`src/rtl/up_down_counter_7_segment_pkg.sv`:
```
// Shared widths, active-low 7-segment glyphs and the digit-to-glyph map for
// the up/down counter display block.
package up_down_counter_pkg;

  localparam int SEG_WIDTH   = 7;
  localparam int DIGIT_WIDTH = 4;

  // Active-low glyphs, bit order {A,B,C,D,E,F,G} with A as the MSB.
  localparam logic [SEG_WIDTH-1:0] SEG_0     = 7'b0000001;
  localparam logic [SEG_WIDTH-1:0] SEG_1     = 7'b1001111;
  localparam logic [SEG_WIDTH-1:0] SEG_2     = 7'b0010010;
  localparam logic [SEG_WIDTH-1:0] SEG_3     = 7'b0000110;
  localparam logic [SEG_WIDTH-1:0] SEG_4     = 7'b1001100;
  localparam logic [SEG_WIDTH-1:0] SEG_5     = 7'b0100100;
  localparam logic [SEG_WIDTH-1:0] SEG_6     = 7'b0100000;
  localparam logic [SEG_WIDTH-1:0] SEG_7     = 7'b0001111;
  localparam logic [SEG_WIDTH-1:0] SEG_8     = 7'b0000000;
  localparam logic [SEG_WIDTH-1:0] SEG_9     = 7'b0000100;
  localparam logic [SEG_WIDTH-1:0] SEG_A     = 7'b0001000;
  localparam logic [SEG_WIDTH-1:0] SEG_B     = 7'b1100000;
  localparam logic [SEG_WIDTH-1:0] SEG_C     = 7'b0110001;
  localparam logic [SEG_WIDTH-1:0] SEG_D     = 7'b1000010;
  localparam logic [SEG_WIDTH-1:0] SEG_E     = 7'b0110000;
  localparam logic [SEG_WIDTH-1:0] SEG_F     = 7'b0111000;
  localparam logic [SEG_WIDTH-1:0] SEG_BLANK = 7'b1111111;

  // Per-cycle action on the count, resolved from the switch pulses.
  typedef enum logic [1:0] {
    STEP_NONE,
    STEP_UP,
    STEP_DOWN,
    STEP_CLEAR
  } step_e;

  function automatic logic [SEG_WIDTH-1:0] digit_to_seg(input logic [DIGIT_WIDTH-1:0] digit);
    logic [SEG_WIDTH-1:0] seg;
    seg = SEG_BLANK;
    case (digit)
      4'h0: seg = SEG_0;
      4'h1: seg = SEG_1;
      4'h2: seg = SEG_2;
      4'h3: seg = SEG_3;
      4'h4: seg = SEG_4;
      4'h5: seg = SEG_5;
      4'h6: seg = SEG_6;
      4'h7: seg = SEG_7;
      4'h8: seg = SEG_8;
      4'h9: seg = SEG_9;
      4'hA: seg = SEG_A;
      4'hB: seg = SEG_B;
      4'hC: seg = SEG_C;
      4'hD: seg = SEG_D;
      4'hE: seg = SEG_E;
      4'hF: seg = SEG_F;
      default: seg = SEG_BLANK;
    endcase
    return seg;
  endfunction

endpackage

```
`src/rtl/up_down_counter_7_segment_switch_debounce_edge.sv`:
```
// Debounce one raw push switch and emit a single-cycle pulse on each
// debounced press (low-to-high transition of the filtered level).
module switch_debounce_edge #(
  parameter int DEBOUNCE_LIMIT = 250000
) (
  input  logic i_Clk,
  input  logic i_Rst_L,
  input  logic i_Switch,
  output logic o_Level,
  output logic o_Rise
);

  localparam int CNT_W = (DEBOUNCE_LIMIT > 1) ? $clog2(DEBOUNCE_LIMIT) : 1;
  localparam logic [CNT_W-1:0] CNT_LAST = CNT_W'(DEBOUNCE_LIMIT - 1);

  logic [CNT_W-1:0] cnt_q;
  logic             level_q;
  logic             level_prev_q;

  // Count cycles of disagreement; accept the raw value once it has held long enough.
  always_ff @(posedge i_Clk or negedge i_Rst_L) begin
    if (!i_Rst_L) begin
      cnt_q   <= '0;
      level_q <= 1'b0;
    end else if (i_Switch == level_q) begin
      cnt_q <= '0;
    end else if (cnt_q == CNT_LAST) begin
      level_q <= i_Switch;
      cnt_q   <= '0;
    end else begin
      cnt_q <= cnt_q + 1'b1;
    end
  end

  // Remember last cycle's level so a press yields exactly one rise pulse.
  always_ff @(posedge i_Clk or negedge i_Rst_L) begin
    if (!i_Rst_L) level_prev_q <= 1'b0;
    else          level_prev_q <= level_q;
  end

  assign o_Level = level_q;
  assign o_Rise  = level_q & ~level_prev_q;

endmodule

```
`src/rtl/up_down_counter_7_segment.sv`:
```
// Multi-digit hex/BCD up/down counter driven by three debounced push
// switches (up, down, clear) with registered active-low 7-segment outputs.
// Optional hold-to-repeat on up/down: define UP_DOWN_COUNTER_AUTO_REPEAT_EN.
module up_down_counter_7_segment
  import up_down_counter_pkg::*;
#(
  parameter int NUM_DIGITS     = 2,
  parameter int DEBOUNCE_LIMIT = 250000,
  parameter int HEX_MODE       = 1,
  parameter int REPEAT_DELAY   = 12500000,
  parameter int REPEAT_RATE    = 2500000
) (
  input  logic                            i_Clk,
  input  logic                            i_Rst_L,
  input  logic                            i_Switch_Up,
  input  logic                            i_Switch_Down,
  input  logic                            i_Switch_Clear,
  output logic [DIGIT_WIDTH*NUM_DIGITS-1:0] o_Count,
  output logic [SEG_WIDTH*NUM_DIGITS-1:0]   o_Segments,
  output logic                            o_Wrap
);

  // Switch index: 0 = up, 1 = down, 2 = clear.
  localparam int NUM_SW = 3;

  logic [NUM_SW-1:0] sw_raw;
  logic [NUM_SW-1:0] sw_level;
  logic [NUM_SW-1:0] sw_rise;

  logic step_up;
  logic step_dn;
  step_e step;

  logic [NUM_DIGITS-1:0][DIGIT_WIDTH-1:0] count_q;
  logic [NUM_DIGITS-1:0][DIGIT_WIDTH-1:0] inc_val;
  logic [NUM_DIGITS-1:0][DIGIT_WIDTH-1:0] dec_val;
  logic                                   inc_wrap;
  logic                                   dec_wrap;
  logic                                   wrap_q;
  logic [NUM_DIGITS-1:0][SEG_WIDTH-1:0]   seg_q;

  assign sw_raw = {i_Switch_Clear, i_Switch_Down, i_Switch_Up};

  for (genvar i = 0; i < NUM_SW; i++) begin : g_sw
    switch_debounce_edge #(
      .DEBOUNCE_LIMIT(DEBOUNCE_LIMIT)
    ) u_sw (
      .i_Clk   (i_Clk),
      .i_Rst_L (i_Rst_L),
      .i_Switch(sw_raw[i]),
      .o_Level (sw_level[i]),
      .o_Rise  (sw_rise[i])
    );
  end

`ifdef UP_DOWN_COUNTER_AUTO_REPEAT_EN
  // Hold counter runs from the first debounced-high cycle (0). It fires at
  // REPEAT_DELAY, then reloads so the next fire is REPEAT_RATE cycles later.
  // Expects 1 <= REPEAT_RATE <= REPEAT_DELAY + 1.
  localparam int HOLD_W = (REPEAT_DELAY > 0) ? $clog2(REPEAT_DELAY + 1) : 1;
  localparam logic [HOLD_W-1:0] HOLD_FIRE   = HOLD_W'(REPEAT_DELAY);
  localparam logic [HOLD_W-1:0] HOLD_RELOAD = HOLD_W'(REPEAT_DELAY - REPEAT_RATE + 1);

  logic [1:0] rep_pulse;
  logic       unused_clr_level;

  // Clear never repeats, so its level is not needed.
  assign unused_clr_level = sw_level[2];

  for (genvar i = 0; i < 2; i++) begin : g_hold
    logic [HOLD_W-1:0] hold_q;

    assign rep_pulse[i] = sw_level[i] && (hold_q == HOLD_FIRE);

    // Track hold time while the debounced level stays high; clear on release.
    always_ff @(posedge i_Clk or negedge i_Rst_L) begin
      if (!i_Rst_L)          hold_q <= '0;
      else if (!sw_level[i]) hold_q <= '0;
      else if (rep_pulse[i]) hold_q <= HOLD_RELOAD;
      else                   hold_q <= hold_q + 1'b1;
    end
  end

  assign step_up = sw_rise[0] | rep_pulse[0];
  assign step_dn = sw_rise[1] | rep_pulse[1];
`else
  logic unused_cfg;

  // Without repeat, levels and repeat timing have no consumer.
  assign unused_cfg = ^{sw_level, 32'(REPEAT_DELAY), 32'(REPEAT_RATE)};

  assign step_up = sw_rise[0];
  assign step_dn = sw_rise[1];
`endif

  // Resolve this cycle's action: clear wins, opposing steps cancel.
  always_comb begin
    step = STEP_NONE;
    if (sw_rise[2])              step = STEP_CLEAR;
    else if (step_up && step_dn) step = STEP_NONE;
    else if (step_up)            step = STEP_UP;
    else if (step_dn)            step = STEP_DOWN;
  end

  if (HEX_MODE != 0) begin : g_hex
    assign inc_val  = count_q + 1'b1;
    assign dec_val  = count_q - 1'b1;
    assign inc_wrap = &count_q;
    assign dec_wrap = ~|count_q;
  end else begin : g_bcd
    logic carry;
    logic borrow;

    // Ripple decimal carry/borrow digit by digit; a carry/borrow out of the
    // top digit is the wrap condition.
    always_comb begin
      inc_val = count_q;
      dec_val = count_q;
      carry   = 1'b1;
      borrow  = 1'b1;
      for (int d = 0; d < NUM_DIGITS; d++) begin
        if (carry) begin
          if (count_q[d] == 4'd9) begin
            inc_val[d] = 4'd0;
          end else begin
            inc_val[d] = count_q[d] + 4'd1;
            carry      = 1'b0;
          end
        end
        if (borrow) begin
          if (count_q[d] == 4'd0) begin
            dec_val[d] = 4'd9;
          end else begin
            dec_val[d] = count_q[d] - 4'd1;
            borrow     = 1'b0;
          end
        end
      end
      inc_wrap = carry;
      dec_wrap = borrow;
    end
  end

  // Apply the step; the wrap pulse lands in the same cycle as the new count.
  always_ff @(posedge i_Clk or negedge i_Rst_L) begin
    if (!i_Rst_L) begin
      count_q <= '0;
      wrap_q  <= 1'b0;
    end else begin
      wrap_q <= 1'b0;
      case (step)
        STEP_CLEAR: count_q <= '0;
        STEP_UP: begin
          count_q <= inc_val;
          wrap_q  <= inc_wrap;
        end
        STEP_DOWN: begin
          count_q <= dec_val;
          wrap_q  <= dec_wrap;
        end
        default: ;
      endcase
    end
  end

  // Register the glyphs so the display lines are glitch-free.
  always_ff @(posedge i_Clk or negedge i_Rst_L) begin
    if (!i_Rst_L) begin
      seg_q <= {NUM_DIGITS{SEG_0}};
    end else begin
      for (int d = 0; d < NUM_DIGITS; d++) seg_q[d] <= digit_to_seg(count_q[d]);
    end
  end

  assign o_Count    = count_q;
  assign o_Segments = seg_q;
  assign o_Wrap     = wrap_q;

endmodule

```
`config.mk`:
```
export PLATFORM = sky130hd
export DESIGN_NAME = up_down_counter_7_segment
export DESIGN_NICKNAME = d
export VERILOG_FILES = /design/src/rtl/up_down_counter_7_segment_pkg.sv /design/src/rtl/up_down_counter_7_segment_switch_debounce_edge.sv /design/src/rtl/up_down_counter_7_segment.sv
export SDC_FILE = /design/constraint.sdc
export NUM_CORES = 1
export LEC_CHECK = 0
export CAP_MARGIN = 20
export CORE_MARGIN = 2
export CORE_UTILIZATION = 48
export DETAILED_ROUTE_END_ITERATION = 8
export PLACE_DENSITY = 0.69
export SETUP_SLACK_MARGIN = 0.02
export SYNTH_ARGS = -nofsm -noshare
export SYNTH_HDL_FRONTEND = slang
export SYNTH_SLANG_ARGS = --single-unit
```
`constraint.sdc`:
```
create_clock -name i_Clk -period 2.3 [get_ports i_Clk]
set_input_delay 0.345 -clock i_Clk [delete_from_list [all_inputs] [get_ports i_Clk]]
set_output_delay 0.345 -clock i_Clk [all_outputs]
set_load 0.02 [all_outputs]
```
==> results of run 1 <==
[registers in the layout, indices dropped and copies added (netlist names)]
name and count:
g_sw.u_sw.level_prev_q 3, o_Count 8, o_Wrap 1, g_sw.u_sw.cnt_q 54
o_Segments 14, g_sw.u_sw.o_Level 3
[layer usage]
layer / vias up / wire [µm]
met1: 1644 / 4180
met5: - / 0
li1: 1685 / -
met2: 60 / 4100
met4: 0 / 131
met3: 12 / 292
[cell usage after synthesis, drive strengths merged, types with 2 or more instances]
library cell,instances
o22ai,2
nand2,30
buf,17
a21oi,8
nand3b,5
nor2,74
nor3,11
o21ai,14
o31ai,2
nor2b,7
xnor2,24
and3,8
nand2b,8
o21a,3
dfstp,2
a22o,2
ha,20
nor4,8
and2,2
a31oi,2
or2,2
nor4b,3
nand4,15
and4,5
inv,16
nand3,27
a221o,2
clkbuf,7
mux2,4
o311ai,2
mux2i,5
o31a,2
dfrtp,81
xor2,32
[logic make-up (layout without fill, tap and decap cells)]
| family | after synthesis | after routing |
|---|---|---|
| flops | 83 | 83 |
| simple gates | 212 | 212 |
| buf+inv | 40 | 81 |
| fa+ha+maj | 20 | 20 |
| xor+xnor | 56 | 56 |
| compound gates | 48 | 48 |
| mux | 10 | 10 |
[power by group]
group | switching [mW] | total [mW] | leakage (nW) | internal (mW)
clock | 0.626 | 1.05 | 0.0937 | 0.426
combinational | 0.127 | 0.214 | 1.04 | 0.0868
sequential | 0.0345 | 1.53 | 1.14 | 1.49
[worst paths after layout]
path | slack, ns | start | depth (start not counted) | to
min in group i_Clk | 0.47 | g_sw[2].u_sw.o_Level | 0 | g_sw[2].u_sw.level_prev_q
min | 0.003 | i_Rst_L | 2 | o_Wrap
max in group asynchronous | 1.94 | i_Rst_L | 2 | o_Segments[0]
max | 0.1 | g_sw[0].u_sw.o_Level | 8 | o_Count[7]
min reg2reg | 0.47 | g_sw[2].u_sw.o_Level | 0 | g_sw[2].u_sw.level_prev_q
max reg2reg | 0.1 | g_sw[0].u_sw.o_Level | 8 | o_Count[7]
[worst max-delay path: stages (launching register included)]
cell and delay [ns]:
dfrtp_1 0.39, nor2b_4 0.14, o21ai_4 0.18, ha_4 0.22, or4b_4 0.49, o22ai_4 0.13, a221oi_4 0.10, xnor2_1 0.16
o311ai_1 0.29
[cell type report]
type	instances	area [µm²]
Clock buffer	9	124
Clock inverter	7	68.8
Fill cell	770	3910
Inverter	16	60.1
Multi-Input combinational cell	346	2390
Sequential cell	83	2080
Tap cell	129	161
Timing Repair Buffer	49	445
[timing repair]
action	4_1_cts	5_1_grt
pin swaps	0	6
buffers inserted	0	2
gates resized for setup	2	13
endpoints found under the hold margin	0	0
endpoints found under the setup margin	2	6
==> out/results.md, run 1 <==
Synth
• share of synthesized cell area in full adder, half adder and majority cells: 5.49%
• fraction of synthesized area in multiplexers: 2.58%
• Synth Net Count: 494
• cell accounting for the most synthesized area: dfrtp_1
• count of mapped cells out of synthesis: 469
• compound-gate portion of the synthesized area: 7.41%
• share of Yosys cell area claimed by the top area cell type: 44.5%
• simple-gate area share of the yosys netlist: 23.9%
• fraction of synthesis flops using an asynchronous set or reset pin: 100%
• Syn. warnings: 0
• number of distinct library cell variants in the gate-level netlist after synthesis: 59
• largest family of logic cells by synthesized area: simple AND/OR/NAND/NOR gates
• share of the yosys chip area belonging to registers: 45.6%
• top cells by area in the synthesized netlist: dfrtp_1, xor2_1, nor2_1
• Main synth FF type: dfrtp_1
• syn avg cell area: 9.72 µm²
• number of flip-flops and latches in the synthesized netlist: 83
• number of synthesized flops with an enable pin: 0
• xor and xnor fraction of the mapped netlist area: 10.8%
• area of the mapped netlist: 4560 µm²

Detailed routing
• final wirelength: 8700 µm
• remaining antenna violation count: 0
• total via count in the routed design: 3401
• via/cell ratio: 5.32
• post-route DRC violation count: 0
• routed length per instance: 13.6 µm
• initial drt markers: 153
• router iterations before antenna repair: 5

Hold path
• Hold WC Path Type: in -> async

Finish
• fin nets: 530
• most frequent standard cell in the layout excluding fill and tap cells: dfrtp_1
• layout cell share with drive strength beyond 1: 12.5%
• synthesis-to-finish area growth: 17.0%
• post-route core utilization: 57.7%
• count of placed standard cells in the final layout, fillers left out: 639
• commonest non-fill, non-tap cells in the layout: dfrtp_1, nor2_1, xor2_1
• number of diodes: 0
• final cell area excluding filler cells: 5330 µm²

Global routing
• grt ovf: 0
• met3 usage in global routing: 3.66%
• number of global-route vias before repair: 3272
• total routing usage reported by global routing: 18.5%
• global routing met1 resource utilization: 26.1%
• met2 Resource Use GR: 28.8%
• wire length of the first global-routing pass: 15300 µm
• busiest grt layer: met2
• pin count of the biggest net entering global routing: 84
• initial antenna violation count: 0

Critical path
• Setup CP Type: reg -> reg
• Worst setup EP type: flop
• sort of element at the start of the critical path: flop
• arrival time reported for the critical path endpoint: 2.47 ns
• required time at the endpoint of the critical path: 2.57 ns
• crit-path max FO: 7

STA
• RSZ-0062 raised after global routing: yes
• Final Cycle Share: 95.8%
• final count of pins violating max slew: 0
• Max Freq: 454 MHz
• Slew HR: 63.0%
• Clock Skew: 0.0107 ns
• # setup viols final: 0
• post-route worst hold slack: 0.00288 ns
• Sum Neg Setup Slack: 0 ns
• slew at the pin with the worst max-slew slack: 0.553 ns
• final setup slack of the worst path: 0.0956 ns
• number of failing hold endpoints at the final stage: 0
• minimum clock period after layout: 2.20 ns

Place
• Placement Setup Slack: -0.0383 ns
• final RePlAce weighted congestion: 0.830
• half-perimeter wire length after detailed placement: 5920 µm
• count of input and output buffers: 27
• total placed instance area: 5030 µm²
• placed insts: 621

Job
• reported max-cap violation count: 0

Clocking
• clock sinks: 83
• number of hold buffers added after cts: 0
• buffer depth of the longest clock path: 2
• CTS buffer count: 9
• TritonCTS clock tree: done
• number of H-tree levels: 3
• insertion delay of the later-clocked pin in the worst-skew pair: 0.37 ns
• Clock Root Buffer: clkbuf_8
• post-CTS clock slew at the launch and capture registers of the worst setup and hold paths: 0.10 ns

Die
• die area: 10300 µm²
• io pins: 28
• core area: 9240 µm²
• die extent in y: 101 µm
• initial core utilization: 49.3%
• Die Wd: 101 µm
• Std-Cell Rows: 35

Pwr
• static leakage: 2.27 nW
• Total Power: 2.79 mW
• power per unit of standard cell area: 524 nW/µm²
• Worst VDD drop: 0.000310 V

Status
• status: complete, no violations

No activity file was read; power rests on OpenSTA's default activity.
==> run 2: changes to the inputs <==
Settings changed: SYNTH_HIERARCHICAL from default to 1.
==> out/results.md, run 2 <==
Clocking
• buffers inserted during post-CTS setup optimization: 0, unchanged
• CTS buffer count: 9, unchanged
• clock sinks: 83, unchanged
• number of hold buffers added after cts: 0, unchanged
• insertion delay of the later-clocked pin in the worst-skew pair: 0.36 ns, about the same
• number of H-tree levels: 3, unchanged
• post-CTS clock slew at the launch and capture registers of the worst setup and hold paths: 0.08 ns, -0.02 ns
• buffer depth of the longest clock path: 2, unchanged
• Clock Root Buffer: clkbuf_8
• TritonCTS clock tree: done

Die
• Die Wd: 104 µm, +2.2%
• io pins: 28, unchanged
• core area: 9730 µm², +5.3%
• Std-Cell Rows: 36, +2.9%
• initial core utilization: 49.0%, -0.31 points
• die area: 10700 µm², +4.5%
• die extent in y: 104 µm, +2.2%

Finish
• flip-flop count of the largest register after layout: 54, unchanged
• register with the most flip-flops: g_sw.u_sw/cnt_q
• commonest non-fill, non-tap cells in the layout: dfrtp_1, nor2_1, nand2_1
• layout cell share with drive strength beyond 1: 13.8%, +1.2 points
• fin nets: 542, +2.3%
• synthesis-to-finish area growth: 14.9%
• final cell area excluding filler cells: 5480 µm², +2.7%
• post-route core utilization: 56.3%, -1.4 points
• most frequent standard cell in the layout excluding fill and tap cells: dfrtp_1
• number of diodes: 0, unchanged

Critical path
• worst flop-to-flop path startpoint: g_sw[0].u_sw/level_prev_q
• sort of element at the start of the critical path: flop
• Register-to-Register Setup Slack: -0.1 ns, -0.19 ns
• Worst setup EP type: flop
• required time at the endpoint of the critical path: 2.55 ns, -0.02 ns
• Setup CP Type: reg -> reg
• crit-path max FO: 5, -2
• number of cell instances on the worst register-to-register path: 11, +3
• reg-to-reg endpoint: o_Count[4]
• arrival time reported for the critical path endpoint: 2.65 ns, +0.18 ns

Synth
• area of the mapped netlist: 4770 µm², +4.6%
• count of mapped cells out of synthesis: 479, +2.1%
• share of Yosys cell area claimed by the top area cell type: 42.5%, -2.0 points
• syn avg cell area: 9.95 µm², +2.5%
• compound-gate portion of the synthesized area: 12.9%, +5.5 points
• largest family of logic cells by synthesized area: simple AND/OR/NAND/NOR gates
• Syn. warnings: 6, +6
• Main synth FF type: dfrtp_1
• share of synthesized cell area in full adder, half adder and majority cells: 5.25%, -0.24 points
• Synth Net Count: 504, +2.0%
• list of most frequent post-synthesis cells: dfrtp_1, nor2_1, nand2_1
• cell accounting for the most synthesized area: dfrtp_1
• number of distinct library cell variants in the gate-level netlist after synthesis: 58, -1.7%
• number of flip-flops and latches in the synthesized netlist: 83, unchanged
• fraction of synthesized area in multiplexers: 2.73%, +0.15 points
• most frequently used cell type in the post-synthesis netlist: dfrtp_1
• simple-gate area share of the yosys netlist: 24.6%, +0.70 points
• share of the yosys chip area belonging to registers: 43.6%, -2.0 points
• number of synthesized flops with an enable pin: 0, unchanged
• top cells by area in the synthesized netlist: dfrtp_1, xor2_1, ha_1
• fraction of synthesis flops using an asynchronous set or reset pin: 100%, unchanged
• xor and xnor fraction of the mapped netlist area: 6.61%, -4.2 points

Detailed routing
• total via count in the routed design: 3731, +9.7%
• initial drt markers: 154, +0.65%
• final wirelength: 9800 µm, +13%
• post-route DRC violation count: 0, unchanged
• router iterations before antenna repair: 4, -1
• via/cell ratio: 5.70, +7.0%
• remaining antenna violation count: 0, unchanged
• routed length per instance: 15.0 µm, +9.8%

Pwr
• cell internal power dissipation: 2.03 mW, +1.1%
• switch share: 22.9%, -5.3 points
• proportion of power drawn by combinational gates: 3.4%, -4.3 points
• static leakage: 2.32 nW, +1.9%
• Total Power: 2.63 mW, -5.8%
• power per unit of standard cell area: 480 nW/µm², -8.3%
• power dissipated by switching net loads: 604 µW, -23%
• Worst VDD drop: 0.000363 V, +17%
• fraction of power consumed by the clock network: 40.2%, +2.5 points
• Seq pwr share: 56.4%, +1.7 points

STA
• # setup viols final: 2, +2
• final count of pins violating max slew: 0, unchanged
• final setup slack of the worst path: -0.0968 ns, -0.192 ns
• number of failing hold endpoints at the final stage: 3, +3
• RSZ-0062 raised after global routing: yes
• slew at the pin with the worst max-slew slack: 0.633 ns, +0.0792 ns
• Clock Skew: 0.00475 ns, -0.00598 ns
• post-route worst hold slack: -0.00325 ns, -0.00613 ns
• minimum clock period after layout: 2.40 ns, +0.192 ns
• Max Freq: 417 MHz, -8.0%
• Slew HR: 57.8%, -5.2 points
• Final Cycle Share: 104%, +8.4 points

Place
• count of input and output buffers: 27, unchanged
• Placement Setup Slack: -0.119 ns, -0.0808 ns
• final RePlAce weighted congestion: 0.819, -1.3%
• total placed instance area: 5230 µm², +3.9%
• half-perimeter wire length after detailed placement: 6830 µm, +15%

Global routing
• initial antenna violation count: 0, unchanged
• number of global-route vias before repair: 3533, +8.0%
• wire length of the first global-routing pass: 16900 µm, +10%
• total routing usage reported by global routing: 19.0%, +0.53 points
• pin count of the biggest net entering global routing: 51, -39%
• grt ovf: 0, unchanged

Job
• reported max-cap violation count: 0, unchanged

Hold path
• Hold WC Path Type: in -> async

Status
• status: complete, but fails checks
• failing checks: hold timing, setup timing

[run 2: cell count changes after synthesis, sizes merged, moves of 7 or more]
cell   change
nor2      -26
xnor2     -17
a21oi     +16
o31ai     +14
or4       +11
or3       +10
and4       +8
o21ai      +7
[run 2: power groups by stage]
stage	clock network, mW	registers (mW)	logic, mW
4_1_cts	1.09	1.48	0.0945
3_5_place_dp	0	1.51	0.0938
3_3_place_gp	0	1.51	0.0913
5_1_grt	1.15	1.48	0.106
2_1_floorplan	0	1.51	0.0433
6_report	1.06	1.48	0.0907
[run 2: worst max-delay path by stage]
stage / startpoint / to / slack [ns] / cells past startpoint
final: g_sw[0].u_sw/level_prev_q / o_Count[4] / -0.1 / 11
after floorplan: g_sw[0].u_sw/o_Level / o_Count[4] / -0.32 / 13
after detailed placement: g_sw[0].u_sw/level_prev_q / o_Count[4] / -0.12 / 11
after CTS: g_sw[0].u_sw/level_prev_q / o_Count[6] / -0.1 / 11
after global placement: g_sw[0].u_sw/level_prev_q / o_Count[4] / -0.07 / 11
after global routing: g_sw[0].u_sw/level_prev_q / o_Count[6] / -0.22 / 11
[run 2: through the flow]
step | hold WS (ns) | std cells | TNS, ns
5_1_grt | 0.0503 | 655 | -0.739
3_5_place_dp | 0.412 | 639 | -0.231
6_report | -0.00325 | 655 | -0.183
2_1_floorplan | 0.0494 | 479 | -0.626
4_1_cts | 0.0181 | 655 | -0.189
3_3_place_gp | 0.412 | 639 | -0.137
[run 2: layout make-up]
| type | count | area (µm²) |
|---|---|---|
| Inverter | 15 | 56.3 |
| Fill cell | 864 | 4250 |
| Sequential cell | 83 | 2080 |
| Tap cell | 133 | 166 |
| Multi-Input combinational cell | 360 | 2560 |
| Timing Repair Buffer | 48 | 425 |
| Clock inverter | 5 | 52.6 |
| Clock buffer | 11 | 141 |
[run 2: layer usage]
| metal | part of all wire [%] | wire [µm] | vias to the layer above | GRT usage, % |
|---|---|---|---|---|
| met4 | 2.6 | 256 | 0 | 8.40 |
| met2 | 47 | 4630 | 66 | 28.8 |
| met5 | 0 | 0 | - | 0 |
| li1 | - | - | 1813 | - |
| met1 | 47 | 4620 | 1830 | 26.4 |
| met3 | 2.9 | 287 | 22 | 3.96 |
[run 2: cell families (layout without fill, tap and decap cells)]
kind of cell	count (synthesis)	in the layout
fa+ha+maj	20	20
flops	83	83
compound gates	85	85
xor+xnor	36	36
simple gates	209	209
buf+inv	36	79
mux	10	10
[run 2: what timing repair did]
action,CTS,global route
pin swaps,1,4
endpoints found under the hold margin,0,0
endpoints found under the setup margin,2,5
gates resized for setup,4,7
[run 2: critical path, stage by stage, from the launching register on]
cell	delay [ns]
dfrtp_1	0.40
nor2b_4	0.12
inv_1	0.05
a21o_1	0.19
ha_4	0.18
xor2_2	0.14
ha_2	0.19
or3_4	0.34
a21oi_4	0.19
o21ai_2	0.07
nor4b_2	0.16
a221o_1	0.26
==> run 3: changes to the inputs <==
Settings changed: PLACE_DENSITY 0.69 to 0.81.
==> out/results.md, run 3 (synthesis results as in run 2) <==
Die
• die extent in y: 104 µm, unchanged
• die area: 10700 µm², unchanged
• Std-Cell Rows: 36, unchanged
• initial core utilization: 49.0%, unchanged
• io pins: 28, unchanged
• Die Wd: 104 µm, unchanged
• core area: 9730 µm², unchanged

Finish
• commonest non-fill, non-tap cells in the layout: dfrtp_1, nor2_1, nand2_1
• register with the most flip-flops: g_sw.u_sw/cnt_q
• total area of sequential cells: 2080 µm², unchanged
• final cell area excluding filler cells: 5460 µm², -0.27%
• filler cell count in the final layout: 840, -2.8%
• number of diodes: 0, unchanged
• layout cell share with drive strength beyond 1: 13.7%, -0.079 points
• fin nets: 545, +0.55%
• multi-input combinational cell area: 2540 µm², -0.83%
• flip-flop count of the largest register after layout: 54, unchanged
• most frequent standard cell in the layout excluding fill and tap cells: dfrtp_1
• synthesis-to-finish area growth: 14.6%

STA
• minimum clock period after layout: 2.45 ns, +0.0566 ns
• post-route worst hold slack: 0.469 ns, +0.472 ns
• RSZ-0062 raised after global routing: yes
• final setup slack of the worst path: -0.153 ns, -0.0566 ns
• final count of pins violating max slew: 0, unchanged
• # setup viols final: 2, unchanged
• number of failing hold endpoints at the final stage: 0, -3
• Final Cycle Share: 107%, +2.5 points
• slew at the pin with the worst max-slew slack: 0.491 ns, -0.142 ns
• Slew HR: 67.3%, +9.5 points
• Clock Skew: 0.00755 ns, +0.00280 ns
• Max Freq: 408 MHz, -2.3%

Pwr
• fraction of power consumed by the clock network: 37.0%, -3.2 points
• Worst VDD drop: 0.000235 V, -35%
• power dissipated by switching net loads: 605 µW, +0.26%
• cell internal power dissipation: 1.90 mW, -6.4%
• power per unit of standard cell area: 458 nW/µm², -4.6%
• proportion of power drawn by combinational gates: 3.7%, +0.3 points
• static leakage: 2.35 nW, +1.2%
• switch share: 24.2%, +1.2 points
• Seq pwr share: 59.3%, +2.9 points

Clocking
• CTS buffer count: 9, unchanged
• TritonCTS clock tree: done
• number of H-tree levels: 3, unchanged
• insertion delay of the later-clocked pin in the worst-skew pair: 0.36 ns, about the same
• post-CTS clock slew at the launch and capture registers of the worst setup and hold paths: 0.08 ns, about the same
• clock sinks: 83, unchanged
• Clock Root Buffer: clkbuf_8
• buffer depth of the longest clock path: 2, unchanged

Critical path
• sort of element at the start of the critical path: flop
• Max stage delay on crit path: 0.41 ns, about the same
• Setup CP Type: reg -> reg
• required time at the endpoint of the critical path: 2.55 ns, about the same
• delay-heaviest family, CP: simple AND/OR/NAND/NOR gates
• arrival time reported for the critical path endpoint: 2.70 ns, +0.05 ns
• cell-by-cell listing of the critical path: nor2b_4, inv_2, a21o_1, ha_2, xor2_1, ha_2, or3_4, a21oi_4, or3_2, nand2_1, a221o_1
• critical path's most frequent cell: ha_2
• cell with the largest stage delay on the worst path: dfrtp_1
• crit-path max FO: 5, unchanged
• Worst setup EP type: flop
• Critical path buffers and inverters: 1, unchanged

Place
• total placed instance area: 5230 µm², about the same
• count of input and output buffers: 27, unchanged
• final RePlAce weighted congestion: 0.878, +7.3%
• half-perimeter wire length after detailed placement: 6880 µm, +0.68%
• Placement Setup Slack: -0.169 ns, -0.0498 ns

Job
• reported max-cap violation count: 0, unchanged

Status
• failing checks: setup timing
• status: complete, but fails checks

Detailed routing
• router iterations before antenna repair: 4, unchanged
• post-route DRC violation count: 0, unchanged
• total via count in the routed design: 3777, +1.2%
• routed length per instance: 15.1 µm, +1.3%
• initial drt markers: 192, +25%
• final wirelength: 9970 µm, +1.7%
• remaining antenna violation count: 0, unchanged
• via/cell ratio: 5.74, +0.77%

Global routing
• grt ovf: 0, unchanged
• pin count of the biggest net entering global routing: 51, unchanged
• total routing usage reported by global routing: 19.0%, -0.032 points
• wire length of the first global-routing pass: 16800 µm, -0.33%
• initial antenna violation count: 0, unchanged
• number of global-route vias before repair: 3572, +1.1%

Hold path
• Hold WC Path Type: in -> async

run 3: per-layer routing:
layer  vias up  wire (µm)  GRT usage, %
li1       1813          -             -
met1      1860       4520          24.9
met5         -          0             0
met2        83       4910          30.6
met3        21        331          4.15
met4         0        205          7.92
run 3: area by class of cell:
cell class	instances	area share, %
clock buffer	12	2.47
clock inverter	4	0.504
inverter	15	1.03
multi-input combinational	360	46.4
sequential	83	38.1
tap	133	3.05
timing repair buffer	51	8.47
run 3: power by group through the flow:
stage | Clock [mW] | Combinational, mW | Sequential (mW)
after floorplan | 0 | 0.0433 | 1.51
after global placement | 0 | 0.0896 | 1.51
after detailed placement | 0 | 0.0946 | 1.51
after CTS | 0.952 | 0.0964 | 1.48
after global routing | 1.02 | 0.106 | 1.49
final | 0.926 | 0.0927 | 1.48
run 3: timing repair:
action                                  in CTS  in global routing
endpoints found under the setup margin       4                  6
resized for setup                            6                  3
hold buffers                                 1                  0
buffers inserted                             1                  2
hold endpoints to repair                    32                  0
pin swaps                                    4                  3
run 3: path summary, 6_finish.rpt:
path                                            from                        end  slack [ns]  cells past startpoint
min in group i_Clk              g_sw[2].u_sw/o_Level  g_sw[2].u_sw/level_prev_q        0.49                      1
hold reg to reg                 g_sw[2].u_sw/o_Level  g_sw[2].u_sw/level_prev_q        0.49                      1
max in group asynchronous                    i_Rst_L              o_Segments[0]        1.18                      3
setup / recovery           g_sw[0].u_sw/level_prev_q                 o_Count[4]       -0.15                     11
hold / removal                               i_Rst_L     g_sw[0].u_sw/cnt_q[11]        0.47                      2
setup reg to reg           g_sw[0].u_sw/level_prev_q                 o_Count[4]       -0.15                     11
run 3: metrics by stage:
| step | power [mW] | std cells | setup TNS, ns | utilization [%] |
|---|---|---|---|---|
| CTS | 2.53 | 656 | -0.237 | 55.8 |
| finish | 2.50 | 658 | -0.230 | 56.2 |
| global placement | 1.60 | 638 | -0.120 | 53.8 |
| floorplan | 1.55 | 479 | -0.626 | - |
| detailed placement | 1.61 | 638 | -0.332 | 53.8 |
| global route | 2.61 | 658 | -1.13 | 56.2 |
run 3: worst register-to-register path: cells and delay by family, from the launching register on:
| kind | cells | cell delay [ns] |
|---|---|---|
| compound gates | 3 | 0.68 |
| xor+xnor | 1 | 0.14 |
| fa+ha+maj | 2 | 0.39 |
| buf+inv | 1 | 0.04 |
| flops | 1 | 0.41 |
| simple gates | 4 | 0.68 |
